<file path="src/rtl/pc_unit.sv">
// 6502 program counter: PCL/PCH registers, deferred low-to-high carry, ADL/ADH loads, bus drives.
// Build option: define PC_FAST_CARRY_EN for a single-cycle full-width increment.
module pc_unit #(
   parameter int                     LO_W     = 8,
   parameter int                     HI_W     = 8,
   parameter logic [LO_W+HI_W-1:0]   RESET_PC = (LO_W+HI_W)'(16'hFFFC)
) (
   input  logic                                   i_clk,
   input  logic                                   i_rst,
   input  logic                                   i_inc,
   input  logic                                   i_pcl_load_adl,
   input  logic                                   i_pch_load_adh,
   input  logic [LO_W-1:0]                        i_adl_data,
   input  logic [HI_W-1:0]                        i_adh_data,
   input  logic                                   i_pcl_db_en,
   input  logic                                   i_pch_db_en,
   input  logic                                   i_pcl_adl_en,
   input  logic                                   i_pch_adh_en,
   output logic [((LO_W > HI_W) ? LO_W : HI_W)-1:0] o_db_out,
   output logic [LO_W-1:0]                        o_adl_out,
   output logic [HI_W-1:0]                        o_adh_out,
   output logic [LO_W+HI_W-1:0]                   o_pc_out,
   output logic                                   o_carry_pend
);

   // state    | meaning
   // ST_RUN   | no carry outstanding
   // ST_CARRY | PCL wrapped last edge; PCH increments on the next edge

   localparam int DB_W = (LO_W > HI_W) ? LO_W : HI_W;

   typedef enum logic {ST_RUN, ST_CARRY} state_t;

   state_t            r_state;
   state_t            w_state_nxt;
   logic [LO_W-1:0]   r_pcl;
   logic [HI_W-1:0]   r_pch;
   logic [LO_W-1:0]   w_pcl_nxt;
   logic [HI_W-1:0]   w_pch_nxt;

   always_ff @(posedge i_clk) begin
      if (i_rst) begin
         r_pcl   <= RESET_PC[LO_W-1:0];
         r_pch   <= RESET_PC[LO_W+HI_W-1:LO_W];
         r_state <= ST_RUN;
      end else begin
         r_pcl   <= w_pcl_nxt;
         r_pch   <= w_pch_nxt;
         r_state <= w_state_nxt;
      end
   end

   always_comb begin
      w_pcl_nxt   = r_pcl;
      w_pch_nxt   = r_pch;
      w_state_nxt = ST_RUN;
`ifdef PC_FAST_CARRY_EN
      // CARRY is never entered, so CARRY_PEND stays low in this build.
      if (i_inc)
         {w_pch_nxt, w_pcl_nxt} = {r_pch, r_pcl} + 1'b1;
      if (i_pcl_load_adl)
         w_pcl_nxt = i_adl_data;
      if (i_pch_load_adh)
         w_pch_nxt = i_adh_data;
`else
      if (i_pcl_load_adl)
         w_pcl_nxt = i_adl_data;
      else if (i_inc)
         w_pcl_nxt = r_pcl + 1'b1;
      if (r_state == ST_CARRY)
         w_pch_nxt = r_pch + 1'b1;
      // An ADH load overrides (and so drops) a pending carry.
      if (i_pch_load_adh)
         w_pch_nxt = i_adh_data;
      if (i_inc && !i_pcl_load_adl && (&r_pcl))
         w_state_nxt = ST_CARRY;
`endif
   end

   always_comb begin
      o_db_out     = '0;
      o_adl_out    = '0;
      o_adh_out    = '0;
      o_pc_out     = {r_pch, r_pcl};
      o_carry_pend = (r_state == ST_CARRY);
      if (i_pcl_db_en)
         o_db_out = DB_W'(r_pcl);
      else if (i_pch_db_en)
         o_db_out = DB_W'(r_pch);
      if (i_pcl_adl_en)
         o_adl_out = r_pcl;
      if (i_pch_adh_en)
         o_adh_out = r_pch;
   end

endmodule
</file>
<file path="config.mk">
export PLATFORM = sky130hd
export DESIGN_NAME = pc_unit
export DESIGN_NICKNAME = d
export VERILOG_FILES = /design/src/rtl/pc_unit.sv
export SDC_FILE = /design/constraint.sdc
export NUM_CORES = 1
export LEC_CHECK = 0
export BUFFER_PORTS_ARGS = -buffer_cell sky130_fd_sc_hd__buf_2
export CAP_MARGIN = 20
export CORE_AREA = 2 2 78 43
export DETAILED_ROUTE_END_ITERATION = 8
export DIE_AREA = 0 0 80 45
export GPL_TIMING_DRIVEN = 1
export HOLD_SLACK_MARGIN = 0.12
export PLACE_DENSITY = 0.78
export SLEW_MARGIN = 20
export SYNTH_ARGS = -nofsm -noshare
export SYNTH_HDL_FRONTEND = slang
export SYNTH_SLANG_ARGS = --single-unit
</file>
<file path="constraint.sdc">
create_clock -name i_clk -period 1.7 [get_ports i_clk]
set_clock_uncertainty 0.15 [all_clocks]
set_input_delay 0.255 -clock i_clk [delete_from_list [all_inputs] [get_ports i_clk]]
set_output_delay 0.255 -clock i_clk [all_outputs]
set_load 0.005 [all_outputs]
</file>
==> impl_metrics.env, run 1 <==
export IMPL_core_area_um2=2870
export IMPL_drc=0
export IMPL_grt_pass1_wl_mm=5.69
export IMPL_path_max_fanout=7
export IMPL_cpLargestDelayFamily="simple AND/OR/NAND/NOR gates"
export IMPL_drtIter0Drc=86
export IMPL_regArea_um2=340
export IMPL_rows=14
export IMPL_cts_resized_gates=0
export IMPL_p_per_area_nw_per_um2=627
export IMPL_die_x_um=80
export IMPL_multi_input_area_um2=842
export IMPL_start_util_pct=43.8
export IMPL_cts_inserted_buffers=3
export IMPL_drt_vias_per_instance=5.34
export IMPL_start_kind="flop"
export IMPL_nNetsFinal=249
export IMPL_area_growth_synth_to_final_pct=35.2
export IMPL_grtUsageTotal_pct=20.4
export IMPL_dr_pass1_iters=4
export IMPL_cpMaxStageDelayCell="dfxtp_1"
export IMPL_yosys_most_used_dff="dfxtp_1"
export IMPL_rsz0062_at_grt="false"
export IMPL_place_inst=251
export IMPL_synth_edff_count=0
export IMPL_num_antenna_cells=0
export IMPL_drive_above_1_share_pct=39.4
export IMPL_clk_pin_slew_ns=0.06
export IMPL_antenna_found_initial=0
export IMPL_clock_path_buffers=2
export IMPL_clock_latency_ns=0.26
export IMPL_layout_cells_non_filler=261
export IMPL_criticalPathCategory="reg -> reg"
export IMPL_critical_path_cell_chain="ha_1 -> nand2_1 -> or2_1 -> nor4b_2"
export IMPL_max_cap_viol_count=0
export IMPL_postSynth_asyncResetShare_pct=0
export IMPL_clock_sinks=17
export IMPL_yosysSeqAreaShare_pct=27.1
export IMPL_holdCritStartpoint="i_adh_data[2]"
export IMPL_ys_warn_count=0
export IMPL_worst_pin_slew_ns=0.441
export IMPL_cts_root_buf="clkbuf_8"
export IMPL_ctsHtreeMaxLevel=1
export IMPL_gp_congestion=0.838
export IMPL_wl_per_cell_um=14.2
export IMPL_grt_overflow=0
export IMPL_cts_setup_buffers=0
export IMPL_die_y_um=45
export IMPL_cpPeakStageDelay_ns=0.46
export IMPL_pin_count=66
export IMPL_final_util_pct=59.2
export IMPL_vias=1395
export IMPL_fill_cells=278
export IMPL_syn_inst=154
export IMPL_synth_avg_cell_area_um2=8.17
export IMPL_drt_wl_total_mm=3.71
export IMPL_slew_violations=0
export IMPL_final_min_clock_period_ns=1.60
export IMPL_leakagePower_nw=0.755
export IMPL_hold_path_class="in -> reg"
export IMPL_min_period_over_period_pct=94.1
export IMPL_synth_distinct_cells=34
export IMPL_grt_pass1_vias=1158
export IMPL_hpwl_mm=2.76
export IMPL_syn_num_nets=181
export IMPL_outcome="finished clean"
export IMPL_syn_area_um2=1260
export IMPL_setup_viol=0
export IMPL_io_buffers=65
export IMPL_ant_nets=0
export IMPL_cp_data_required_time_ns=1.71
export IMPL_grt_max_degree=27
export IMPL_cts_hold_fix_buffers=6
export IMPL_dieArea_um2=3600
export IMPL_irDropWorstVdd_v=0.000330
export IMPL_worstSetupStartpoint="r_pcl[0]"
export IMPL_cp_arrival_ns=1.61
export IMPL_fmax_ghz=0.625
export IMPL_max_slew_margin_rel_pct=70.6
export IMPL_cts_tree="yes"
export IMPL_finalHoldViolCount=0
export IMPL_cp_end_kind="flop"
export IMPL_fin_setup_tns_ns=0
export IMPL_rr_startpoint="r_pcl[0]"
export IMPL_ys_ff_latch=17
export IMPL_path_buf_inv=0
-- synthesized netlist by cell type (2+ instances only) --
master     count  share of area, %
nand2_1       18               5.4
dfxtp_1       17                27
and2_1        16               8.0
o21ai_0       11               4.4
buf_2          9               3.6
nor3b_1        9               5.4
nand4_1        6               3.0
or3b_2         5               3.5
a21oi_1        4               1.6
mux2i_1        4               3.2
nand3_1        4               1.6
nor2_1         4               1.2
nor3_1         4               1.6
xor2_1         4               2.8
nand2b_1       3               1.5
o311a_1        3               2.4
or3b_1         3               2.1
a2111oi_0      2               1.4
a2111oi_2      2               2.4
a21o_2         2               1.4
a311oi_1       2               1.4
and3_1         2              0.99
and3_4         2               1.8
and3b_1        2               1.4
buf_6          2               1.8
clkbuf_1       2              0.60
ha_1           2               2.0
mux2_2         2               1.8
nor2b_1        2              0.99
o21bai_1       2               1.2
-- per-stage QoR --
| stage | total power (W) | worst slack, ns | cell area [um^2] | hold slack (ns) |
|---|---|---|---|---|
| after floorplan | 0.000624 | 0.295 | 1260 | 0.237 |
| after CTS | 0.00107 | 0.114 | 1700 | 0.121 |
| after global routing | 0.00112 | 0.0208 | 1700 | 0.155 |
| after global placement | 0.000745 | 0.230 | 1600 | 0.326 |
| after detailed placement | 0.000754 | 0.150 | 1600 | 0.340 |
| final | 0.00107 | 0.101 | 1700 | 0.121 |
-- kinds of logic (layout without fill, tap and decap cells) --
group                      after synthesis  count (layout)  share of synthesized area [%]
AOI/OAI and AO/OA                       29              29                           16.7
xor gates and xnor gates                 4               4                           2.79
adders and majority gates                2               2                           1.99
buffers and inverters                   13              80                           5.97
DFF                                     17              17                           27.1
muxes                                    6               6                           4.98
and+or+nand+nor                         83              83                           40.5
-- power by group --
part | switching (W) | total (W) | internal [W]
clock network | 0.000140 | 0.000307 | 0.000167
logic | 0.000138 | 0.000292 | 0.000154
registers | 0.0000441 | 0.000467 | 0.000423
total | 0.000323 | 0.00107 | 0.000744
-- metal layers --
layer / share of wire (%) / up-vias / global-route usage (%) / wire [um]
met5: 0 / - / 0 / 0
li1: - / 690 / - / -
met4: 0.27 / 0 / 3.05 / 10
met3: 9.2 / 2 / 4.80 / 340
met2: 42 / 74 / 31.7 / 1560
met1: 48 / 629 / 29.8 / 1800
-- flip-flops by register name (all words and copies together), names as in the netlist --
name	count
r_pch	8
o_carry_pend	1
r_pcl	8
-- cell usage in the layout, fill, tap and decap left out, drive strengths merged --
| cell type | count |
|---|---|
| nand2 | 18 |
| xor2 | 4 |
| and3b | 2 |
| or2 | 1 |
| and3 | 4 |
| nand3 | 4 |
| ha | 2 |
| nor2 | 4 |
| nand2b | 3 |
| dfxtp | 17 |
| nor3b | 9 |
| nor4b | 1 |
| nand4 | 6 |
| buf | 70 |
| o21ai | 11 |
| or3b | 8 |
| a21o | 2 |
| a21oi | 4 |
| a211oi | 1 |
| mux2 | 2 |
| a2111oi | 4 |
| o311a | 3 |
| mux2i | 4 |
| and2 | 16 |
| nor4 | 1 |
| nor3 | 4 |
| a311oi | 2 |
| clkbuf | 4 |
| nor2b | 2 |
| dlygate4sd3 | 6 |
| o21bai | 2 |
-- worst min-delay path, cell delays in order --
cell and delay (ns):
buf_2 0.07, nor2b_1 0.03, o21bai_1 0.13
-- layout make-up --
cell class / instances / share of cell area, %
tap: 40 / 2.94
sequential: 17 / 20.0
timing repair buffer: 76 / 24.9
clock buffer: 4 / 2.65
multi-input combinational: 124 / 49.5
-- path summary, 6_finish.rpt --
check	end	slack, ns	cells past startpoint
setup / recovery	o_carry_pend	0.10	4
hold / removal	r_pch[2]	0.12	3
hold reg to reg	r_pch[3]	0.43	1
setup reg to reg	o_carry_pend	0.10	4
Note: power is estimated with default switching activity, not from simulation.
==> inputs of run 2 (changes only) <==
==> constraint.sdc (replaced) <==
create_clock -name i_clk -period 1.8 [get_ports i_clk]
set_clock_uncertainty 0.15 [all_clocks]
set_input_delay 0.27 -clock i_clk [delete_from_list [all_inputs] [get_ports i_clk]]
set_output_delay 0.27 -clock i_clk [all_outputs]
set_load 0.005 [all_outputs]
==> impl_metrics.env, run 2 (synthesis gave the netlist of run 1 again) <==
export IMPL_leakagePower_nw=0.743
export IMPL_final_common_cell="buf_2"
export IMPL_cts_inserted_buffers=3
export IMPL_core_area_um2=2870
export IMPL_grt_overflow=0
export IMPL_clock_sinks=17
export IMPL_drt_wl_total_mm=3.69
export IMPL_antenna_found_initial=0
export IMPL_finalHoldViolCount=0
export IMPL_cp_end_kind="primary output"
export IMPL_io_buffers=65
export IMPL_max_cap_viol_count=0
export IMPL_cpMaxStageDelayCell="dfxtp_1"
export IMPL_dr_pass1_iters=4
export IMPL_setup_viol=0
export IMPL_irDropWorstVdd_v=0.000357
export IMPL_clock_path_buffers=2
export IMPL_nNetsFinal=247
export IMPL_multi_input_area_um2=842
export IMPL_ctsHtreeMaxLevel=1
export IMPL_grt_pass1_wl_mm=5.66
export IMPL_start_util_pct=43.8
export IMPL_die_x_um=80
export IMPL_critical_path_cell_chain="nand2_1 -> o21ai_0 -> buf_2"
export IMPL_clk_pin_slew_ns=0.07
export IMPL_final_min_clock_period_ns=1.63
export IMPL_cts_root_buf="clkbuf_8"
export IMPL_hpwl_mm=2.67
export IMPL_rows=14
export IMPL_grt_pass1_vias=1110
export IMPL_cts_tree="yes"
export IMPL_slew_violations=0
export IMPL_drtIter0Drc=83
export IMPL_regArea_um2=340
export IMPL_path_buf_inv=1
export IMPL_rsz0062_at_grt="false"
export IMPL_drc=0
export IMPL_wl_per_cell_um=14.2
export IMPL_cpPeakStageDelay_ns=0.54
export IMPL_grtUsageTotal_pct=20.5
export IMPL_fill_cells=271
export IMPL_grt_max_degree=29
export IMPL_dieArea_um2=3600
export IMPL_start_kind="flop"
export IMPL_criticalPathCategory="reg -> out"
export IMPL_die_y_um=45
export IMPL_cp_arrival_ns=1.21
export IMPL_fmax_ghz=0.613
export IMPL_cts_resized_gates=0
export IMPL_num_antenna_cells=0
export IMPL_ant_nets=0
export IMPL_preCtsSetupSlack_ns=0.255
export IMPL_gp_congestion=0.787
export IMPL_drive_above_1_share_pct=38.8
export IMPL_setup_ws_ns=0.168
export IMPL_worst_pin_slew_ns=0.466
export IMPL_area_growth_synth_to_final_pct=34.5
export IMPL_outcome="finished clean"
export IMPL_drt_vias_per_instance=5.44
export IMPL_mostFrequentLayoutCells="buf_2, nand2_1, dfxtp_1, and2_1, o21ai_0"
export IMPL_cp_data_required_time_ns=1.38
export IMPL_vias=1409
export IMPL_pin_count=66
export IMPL_cpLargestDelayFamily="flip-flops"
export IMPL_hold_path_class="in -> reg"
export IMPL_fin_setup_tns_ns=0
export IMPL_min_period_over_period_pct=90.7
export IMPL_max_slew_margin_rel_pct=68.9
export IMPL_path_max_fanout=10
export IMPL_clock_latency_ns=0.26
export IMPL_p_per_area_nw_per_um2=602
[run 2: worst register-to-register path, cell delays in order, from the launching register on]
cell	delay [ns]
dfxtp_1	0.47
ha_1	0.28
nand2_1	0.09
or2_1	0.26
nor4b_2	0.23
[run 2: cell type report]
type / count / share of cell area [%]
Clock buffer: 3 / 2.44
Timing Repair Buffer: 74 / 24.3
Clock inverter: 1 / 0.444
Multi-Input combinational cell: 124 / 49.8
Sequential cell: 17 / 20.1
Tap cell: 40 / 2.96
[run 2: report_power, final]
part,internal [W],switching (W)
clock network,0.000156,0.000146
logic,0.000144,0.000128
registers,0.000399,0.0000446
total,0.000700,0.000318
[run 2: repair_timing]
| action | in CTS | in global routing |
|---|---|---|
| endpoints found under the hold margin | 7 | 0 |
| hold buffers | 7 | 0 |
| setup buffers | 0 | 0 |
[run 2: path summary, 6_finish.rpt]
kind,depth (start not counted),to,slack (ns),startpoint
hold reg to reg,1,o_carry_pend,0.43,r_pcl[7]
hold / removal,3,r_pch[4],0.14,i_adh_data[4]
setup reg to reg,4,o_carry_pend,0.24,r_pcl[0]
setup / recovery,3,o_db_out[2],0.17,r_pch[2]
[run 2: stage by stage]
step | util, % | hold slack [ns] | cells | instance area (um^2) | power, W
2_1_floorplan | - | 0.252 | 154 | 1260 | 0.000589
3_3_place_gp | 54.7 | 0.347 | 248 | 1570 | 0.000700
3_5_place_dp | 54.7 | 0.350 | 248 | 1570 | 0.000708
4_1_cts | 58.9 | 0.131 | 259 | 1690 | 0.00102
5_1_grt | 58.9 | 0.185 | 259 | 1690 | 0.00108
6_report | 58.9 | 0.137 | 259 | 1690 | 0.00102
[run 2: layer usage]
layer	part of all wire [%]	routed length [um]	track usage, %	up-vias
li1	-	-	-	687
met1	50	1850	31.1	666
met2	42	1560	29.3	54
met3	7.1	263	5.60	2
met4	0.22	8	3.73	0
met5	0	0	0	-
==> inputs of run 3 (changes only) <==
--- a/config.mk
+++ b/config.mk
@@ -7,9 +7,9 @@
 export LEC_CHECK = 0
 export BUFFER_PORTS_ARGS = -buffer_cell sky130_fd_sc_hd__buf_2
 export CAP_MARGIN = 20
-export CORE_AREA = 2 2 78 43
+export CORE_AREA = 2 2 72 46
 export DETAILED_ROUTE_END_ITERATION = 8
-export DIE_AREA = 0 0 80 45
+export DIE_AREA = 0 0 74 48
 export GPL_TIMING_DRIVEN = 1
 export HOLD_SLACK_MARGIN = 0.12
 export PLACE_DENSITY = 0.78
==> impl_metrics.env, run 3 (synthesis gave the netlist of run 1 again) <==
export IMPL_criticalPathCategory="reg -> reg"
export IMPL_fmax_ghz=0.637
export IMPL_cpPeakStageDelay_ns=0.46
export IMPL_p_per_area_nw_per_um2=602
export IMPL_num_antenna_cells=0
export IMPL_hold_path_class="in -> reg"
export IMPL_critical_path_cell_chain="ha_1 -> nand2_1 -> or2_1 -> nor4b_2"
export IMPL_rsz0062_at_grt="false"
export IMPL_holdCritStartpoint="i_adl_data[2]"
export IMPL_min_period_over_period_pct=87.2
export IMPL_setup_viol=0
export IMPL_cp_arrival_ns=1.60
export IMPL_drive_above_1_share_pct=39.1
export IMPL_max_slew_margin_rel_pct=67.5
export IMPL_grt_pass1_vias=1134
export IMPL_nNetsFinal=243
export IMPL_grt_overflow=0
export IMPL_cts_tree="yes"
export IMPL_irDropWorstVdd_v=0.000322
export IMPL_die_x_um=74
export IMPL_leakagePower_nw=0.730
export IMPL_outcome="finished clean"
export IMPL_grt_pass1_wl_mm=5.35
export IMPL_fin_setup_tns_ns=0
export IMPL_rrSetupSlack_ns=0.23
export IMPL_endpoint="o_carry_pend"
export IMPL_die_y_um=48
export IMPL_start_kind="flop"
export IMPL_slew_violations=0
export IMPL_hpwl_mm=2.59
export IMPL_clock_sinks=17
export IMPL_cpMaxStageDelayCell="dfxtp_1"
export IMPL_rr_startpoint="r_pcl[0]"
export IMPL_dr_pass1_iters=4
export IMPL_mostFrequentLayoutCells="buf_2, nand2_1, dfxtp_1, and2_1, o21ai_0"
export IMPL_worstReg2RegEnd="o_carry_pend"
export IMPL_grtUsageTotal_pct=20.0
export IMPL_totalPowerFinal_w=0.000996
export IMPL_path_max_fanout=7
export IMPL_clock_latency_ns=0.26
export IMPL_start_util_pct=44.4
export IMPL_drt_wl_total_mm=3.45
export IMPL_clk_pin_slew_ns=0.07
export IMPL_max_cap_viol_count=0
export IMPL_worst_pin_slew_ns=0.488
export IMPL_path_buf_inv=0
export IMPL_cpLargestDelayFamily="simple AND/OR/NAND/NOR gates"
export IMPL_vias=1342
export IMPL_cp_data_required_time_ns=1.83
export IMPL_clock_path_buffers=2
export IMPL_cts_inserted_buffers=3
export IMPL_rows=15
export IMPL_final_common_cell="buf_2"
export IMPL_fill_cells=261
export IMPL_postPlaceCellArea_um2=1570
export IMPL_drt_vias_per_instance=5.22
export IMPL_cts_setup_buffers=0
export IMPL_ctsHtreeMaxLevel=1
export IMPL_cts_resized_gates=0
export IMPL_wl_per_cell_um=13.4
export IMPL_core_area_um2=2830
export IMPL_fin_hold_ws_ns=0.117
export IMPL_dieArea_um2=3550
export IMPL_cts_hold_fix_buffers=4
export IMPL_cp_end_kind="flop"
export IMPL_finalHoldViolCount=0
export IMPL_worst_r2r_cell_count=4
export IMPL_ant_nets=0
export IMPL_cts_root_buf="clkbuf_8"
export IMPL_drc=0
export IMPL_grt_max_degree=31
export IMPL_crit_cells=4
export IMPL_final_min_clock_period_ns=1.57
export IMPL_pin_count=66
export IMPL_gp_congestion=0.732
export IMPL_final_util_pct=58.4
export IMPL_antenna_found_initial=0
export IMPL_final_area_um2=1650
export IMPL_worstSetupStartpoint="r_pcl[0]"
export IMPL_io_buffers=65
export IMPL_area_growth_synth_to_final_pct=31.5
export IMPL_drtIter0Drc=36
[run 3: worst min path at each step]
stage                     to  slack, ns  depth (start not counted)
finish              r_pcl[2]       0.12                          3
global route        r_pcl[4]       0.12                          3
CTS                 r_pcl[2]       0.12                          3
detailed placement  r_pch[0]       0.35                          3
global placement    r_pch[0]       0.34                          3
floorplan           r_pch[1]       0.25                          2
[run 3: report_power, final]
group          internal, W  switching, W
logic             0.000138      0.000121
clock network     0.000154      0.000141
registers         0.000400     0.0000433
[run 3: routing by layer]
| layer | track usage [%] | wire (um) | share of wire [%] |
|---|---|---|---|
| met5 | 0 | 0 | 0 |
| met4 | 5.09 | 25 | 0.72 |
| met3 | 6.32 | 307 | 8.9 |
| met2 | 29.1 | 1410 | 41 |
| met1 | 28.6 | 1710 | 49 |
[run 3: cell type report]
cell class | instances | area [um^2] | share of cell area (%)
Sequential cell | 17 | 340 | 20.6
Tap cell | 42 | 52.6 | 3.18
Clock buffer | 3 | 41.3 | 2.50
Multi-Input combinational cell | 124 | 842 | 50.9
Clock inverter | 1 | 5.00 | 0.303
Timing Repair Buffer | 70 | 373 | 22.5
[run 3: per-stage QoR]
stage / setup WS [ns] / instances
2_1_floorplan: 0.395 / 154
3_3_place_gp: 0.325 / 249
3_5_place_dp: 0.255 / 249
4_1_cts: 0.234 / 257
5_1_grt: 0.114 / 257
6_report: 0.230 / 257
[run 3: worst reg2reg max path, cell delays in order (launching register included)]
cell and delay [ns]:
dfxtp_1 0.46, ha_1 0.29, nand2_1 0.09, or2_1 0.26
nor4b_2 0.24
